**src/rtl/linebuf_scheduler.sv**
```systemverilog
`default_nettype none
// ============================================================================
//  Module      : linebuf_scheduler
//  Description : Write/read scheduler for a three-bank video line buffer.
//                Counts pixels within a line and rotates the write bank on
//                every completed line. It reports which banks hold the two
//                previous lines, and flags when a FilterSize x FilterSize
//                window around the current pixel is complete.
//  Revision    : 1.0 - initial release
// ----------------------------------------------------------------------------
//  Ports
//    Clock      in   rising-edge clock
//    Reset      in   synchronous, active-low reset
//    VSync      in   frame sync (restarts the frame)
//    HSync      in   line sync (ends the current line)
//    VDE        in   active-video pixel strobe
//    WrEn       out  line-buffer write enable
//    WrBank     out  bank being written (0..2)
//    RdBankMid  out  bank holding the previous line
//    RdBankTop  out  bank holding the line before that
//    PixAddr    out  column address of the sampled pixel
//    WinValid   out  current pixel completes a full window
//    LineCount  out  completed lines in the frame (saturating)
//    State      out  0 IDLE, 1 FILL, 2 RUN
//    LineErr    out  sticky truncated-line flag
// ============================================================================
module linebuf_scheduler #(
    parameter int XADRSWidth = 11,
    parameter int YADRSWidth = 10,
    parameter int EndLineH   = 1280,
    parameter int FilterSize = 3
) (
    input  logic                  Clock,
    input  logic                  Reset,
    input  logic                  VSync,
    input  logic                  HSync,
    input  logic                  VDE,
    output logic                  WrEn,
    output logic [1:0]            WrBank,
    output logic [1:0]            RdBankMid,
    output logic [1:0]            RdBankTop,
    output logic [XADRSWidth-1:0] PixAddr,
    output logic                  WinValid,
    output logic [YADRSWidth-1:0] LineCount,
    output logic [1:0]            State,
    output logic                  LineErr
);

    typedef enum logic [1:0] {
        ST_IDLE = 2'd0,
        ST_FILL = 2'd1,
        ST_RUN  = 2'd2
    } state_t;

    localparam logic [XADRSWidth-1:0] c_LAST_COL  = XADRSWidth'(EndLineH - 1);
    localparam logic [XADRSWidth-1:0] c_WIN_COL   = XADRSWidth'(FilterSize - 1);
    localparam logic [YADRSWidth-1:0] c_RUN_LINES = YADRSWidth'(FilterSize - 1);

    state_t                  r_state;
    logic [XADRSWidth-1:0]   r_col;

    logic                    w_last;
    logic [1:0]              w_bank_nxt;
    logic [YADRSWidth-1:0]   w_count_inc;

    // Bank rotation 0->1->2->0; read banks trail the write bank by one/two.
    function automatic logic [1:0] bank_next(input logic [1:0] b);
        return (b == 2'd2) ? 2'd0 : b + 2'd1;
    endfunction

    function automatic logic [1:0] bank_prev(input logic [1:0] b);
        return (b == 2'd0) ? 2'd2 : b - 2'd1;
    endfunction

    assign w_last      = (r_col == c_LAST_COL);
    assign w_bank_nxt  = bank_next(WrBank);
    assign w_count_inc = (&LineCount) ? LineCount : LineCount + YADRSWidth'(1);
    assign State       = r_state;

    always_ff @(posedge Clock) begin
        // VSync restarts the frame exactly like reset does.
        if (!Reset || VSync) begin
            r_state   <= ST_IDLE;
            r_col     <= '0;
            WrEn      <= 1'b0;
            WrBank    <= 2'd0;
            RdBankMid <= 2'd2;
            RdBankTop <= 2'd1;
            PixAddr   <= '0;
            WinValid  <= 1'b0;
            LineCount <= '0;
            LineErr   <= 1'b0;
        end else begin
            WrEn     <= 1'b0;
            PixAddr  <= '0;
            WinValid <= 1'b0;
            if (HSync) begin
                // A non-zero column means pixels were streaming right up to
                // this HSync, so the line is short: drop it and flag it.
                r_col <= '0;
                if (r_col != '0) begin
                    LineErr <= 1'b1;
                end
            end else if (VDE) begin
                WrEn     <= 1'b1;
                PixAddr  <= r_col;
                // Uses the pre-edge state, so the line that completes the
                // FILL phase never reports a valid window itself.
                WinValid <= (r_state == ST_RUN) && (r_col >= c_WIN_COL);
                if (w_last) begin
                    r_col     <= '0;
                    WrBank    <= w_bank_nxt;
                    RdBankMid <= bank_prev(w_bank_nxt);
                    RdBankTop <= bank_next(w_bank_nxt);
                    LineCount <= w_count_inc;
                    if (r_state != ST_RUN && w_count_inc >= c_RUN_LINES) begin
                        r_state <= ST_RUN;
                    end else if (r_state == ST_IDLE) begin
                        r_state <= ST_FILL;
                    end
                end else begin
                    r_col <= r_col + XADRSWidth'(1);
                    if (r_state == ST_IDLE) begin
                        r_state <= ST_FILL;
                    end
                end
            end else begin
                r_col <= '0;
            end
        end
    end

endmodule
`default_nettype wire

```
**config.mk**
```make
export PLATFORM = sky130hd
export DESIGN_NAME = linebuf_scheduler
export DESIGN_NICKNAME = d
export VERILOG_FILES = /design/src/rtl/linebuf_scheduler.sv
export SDC_FILE = /design/constraint.sdc
export NUM_CORES = 1
export LEC_CHECK = 0
export ABC_AREA = 1
export CELL_PAD_IN_SITES_DETAIL_PLACEMENT = 1
export CELL_PAD_IN_SITES_GLOBAL_PLACEMENT = 2
export CORE_MARGIN = 2
export CORE_UTILIZATION = 28
export CTS_CLUSTER_SIZE = 12
export DETAILED_ROUTE_END_ITERATION = 8
export PLACE_DENSITY_LB_ADDON = 0.3
export RECOVER_POWER = 25
export SYNTH_ARGS = -nofsm -noshare
export SYNTH_HDL_FRONTEND = slang
export SYNTH_SLANG_ARGS = --single-unit
```
**constraint.sdc**
```tcl
create_clock -name Clock -period 2 [get_ports Clock]
set_input_delay 0.4 -clock Clock [delete_from_list [all_inputs] [get_ports Clock]]
set_output_delay 0.4 -clock Clock [all_outputs]
set_load 0.005 [all_outputs]
```
==> out/metrics.csv <==
stage;metric;value;unit
timing;slew_headroom;0.604;
die;die_x;84.4;um
die;ios;37;
synth;synth.yosys.seq_area_share;0.453;
global_routing;grt_usage;0.139;
cts;numCtsBuffers;5;
setup_path;cp.arrival;2040;ps
layout;antennaDiodeCount;0;
layout;final_cells;377;
pwr;p_clk_frac;0.389;
timing;drv_slew;0;
place;placed_area;0.00232;sq mm
cts;cts_tree;built;
worst_hold_path;hold_class;register to register;
synth;synth_flop_cell;dfxtp_1;
cts;path_clk_slew;80;ps
timing;worst_slew_pin_slew;589;ps
setup_path;required;2200;ps
layout;utilization;0.394;
pwr;cellPowerDensity;563;mW/mm^2
routing;finalWirelength;4700;um
die;die_y;84.4;um
timing;setup_viol_count_final;0;
setup_path;worst-setup-path-type;register to register;
die;die-area;0.00713;sq mm
routing;vias;1700;
die;rows;29;
timing;fmax;0.543;GHz
synth;synthTopCellsByCount;nand2_1, dfxtp_1, nor2_1;
synth;yosysMostFrequentCell;nand2_1;
synth;syn-mean-instance-area;7.48;sq um
place;gp_congestion;0.721;
routing;firstDrtPassIters;4;
synth;yosys.area.top_type;dfxtp_1;
place;io_buffers;36;
routing;ant_nets;0;
pwr;power.internal;1080;uW
synth;syn_inst;242;
global_routing;grt_overflow_total;0;
routing;viasPerCell;4.51;
synth;synth_top_area_frac;0.453;
global_routing;grt_pass1_vias;1668;
synth;synth_cell_types;27;
routing;drc;0;
place;dp_hpwl;3390;um
layout;postLayoutCellArea;0.00249;sq mm
layout;drive_gt1_frac;0.143;
setup_path;crit_path_end_kind;register;
timing;post-route-min-period;1840;ps
run;cap_violations;0;
cts;clock_sink_count;41;
pwr;power.total;1400;uW
cts;cts_root_buffer;clkbuf_8;
place;place_inst;361;
cts;clock_latency;300;ps
setup_path;worst-path-max-fanout;5;
pwr;p_leak;0.00101;uW
synth;syn-num-nets;252;
synth;ys_ff_latch;41;
global_routing;antenna_found_initial;0;
layout;nNetsFinal;309;
pwr;p_sw;325;uW
die;start_util;0.287;
cts;htree_num_levels;2;
global_routing;grt_pass1_wl;7980;um
die;design.core.area;0.00631;sq mm
setup_path;startpoint_type;register;
synth;synth.area.top_cells;dfxtp_1, nand2_1, nor2_1;
status;status;finished clean;
pwr;seqPwrFrac;0.584;
synth;synth_edf_count;0;
pwr;pwr-share-comb;0.027;
cts;clock_path_buffers;2;
synth;ys_warn_count;0;
timing;finalHoldViolCount;0;
timing;skew;5.65;ps
routing;wl_per_cell;12.5;um
layout;area_growth;37.5;%
synth;syn_area;0.00181;sq mm
routing;drt_iter0_drc;63;
synth;ys_async_sr_fraction;0;
timing;fin_crit_sh;0.920;
pwr;vdd_ir_drop_max;0.000347;V
global_routing;grt_max_degree;16;
pwr;switching_share;0.232;
==> final timing paths <==
kind,start,slack (ps),cells after the start,end
setup / recovery,r_col[1],160,9,LineCount[9]
setup reg to reg,r_col[1],160,9,LineCount[9]
hold / removal,LineErr,470,2,LineErr
hold reg to reg,LineErr,470,2,LineErr
==> sequential cells by signal (all words and copies together), names as in the netlist <==
| name | cells |
|---|---|
| PixAddr | 11 |
| r_col | 11 |
| LineCount | 10 |
| RdBankMid | 2 |
| RdBankTop | 2 |
| State | 2 |
| LineErr | 1 |
| WinValid | 1 |
| WrEn | 1 |
==> metal layers <==
layer	wire, um	track usage	up-vias	share of wire
li1	-	-	883	-
met1	2470	0.204	785	0.52
met2	2040	0.198	27	0.43
met3	140	0.0324	5	0.030
met4	55	0.0476	0	0.012
met5	0	0	-	0
==> stage by stage <==
step                hold WS, ps  setup TNS, ps  setup slack [ps]
floorplan                   430              0               324
global placement            453              0               139
detailed placement          459              0              89.1
CTS                         477              0              63.8
global route                489          -69.3             -25.0
finish                      472              0               160
==> placed cells by master (no fill, tap or decap) <==
master | synthesis | final
ha_1 | 5 | 5
clkbuf_8 | 0 | 5
clkinv_4 | 1 | 1
clkbuf_4 | 0 | 1
nor2_2 | 2 | 1
clkinvlp_4 | 0 | 1
nand3_2 | 1 | 2
dfxtp_2 | 0 | 1
nor2_4 | 0 | 1
clkinv_2 | 0 | 2
nor4_1 | 1 | 1
inv_1 | 32 | 32
or2_2 | 3 | 3
buf_4 | 2 | 18
nor3_4 | 1 | 1
dfxtp_1 | 41 | 40
buf_12 | 0 | 1
nand2_2 | 1 | 2
clkdlybuf4s50_1 | 0 | 21
nor3b_1 | 1 | 1
xnor2_1 | 1 | 1
xor2_1 | 5 | 5
dlygate4sd3_1 | 0 | 15
inv_2 | 2 | 2
nor2_1 | 34 | 34
a21oi_1 | 18 | 18
o21ai_1 | 4 | 4
nand3_4 | 1 | 1
o21ai_0 | 9 | 9
nand3_1 | 16 | 16
nand2_1 | 42 | 41
nor3_1 | 8 | 8
nand4_1 | 6 | 6
==> worst max-delay path, stage by stage (launching register included) <==
cell and delay, ps:
dfxtp_2 370, ha_1 210, nand3_2 120, nor2_4 130, nand2_2 80, nor3_4 270
nand3_4 180, buf_12 180, o21ai_0 140, a21oi_1 60
==> repair_timing <==
action                     4_1_cts  5_1_grt
resized for setup                0        3
hold buffers                     0        0
setup endpoints to repair        0       27
setup buffers                    0        7
==> power groups by stage <==
stage               Combinational (uW)  Sequential (uW)  Clock [uW]
CTS                               38.4              819         575
detailed placement                38.0              838           0
finish                            37.9              818         545
floorplan                         15.0              838           0
global placement                  38.1              838           0
global route                      42.9              819         609
==> layout make-up <==
cell class              count  area (sq um)
inverters                  35           136
fillers                   800          3820
clock buffers               5          68.8
repair buffers             56           523
flip-flops and latches     41           822
clock inverters             3          17.5
multi-input cells         160           826
well taps                  77          96.3
==> cell families after synthesis <==
logic type / after synthesis / share of synthesized area
flip-flops: 41 / 0.453
buffers and inverters: 42 / 0.100
XOR/XNOR: 6 / 0.0290
AND/OR/NAND/NOR: 117 / 0.297
adder cells (fa/ha/maj): 5 / 0.0346
AO/OA/AOI/OAI: 31 / 0.0857
Note: power is estimated with default switching activity, not from simulation.
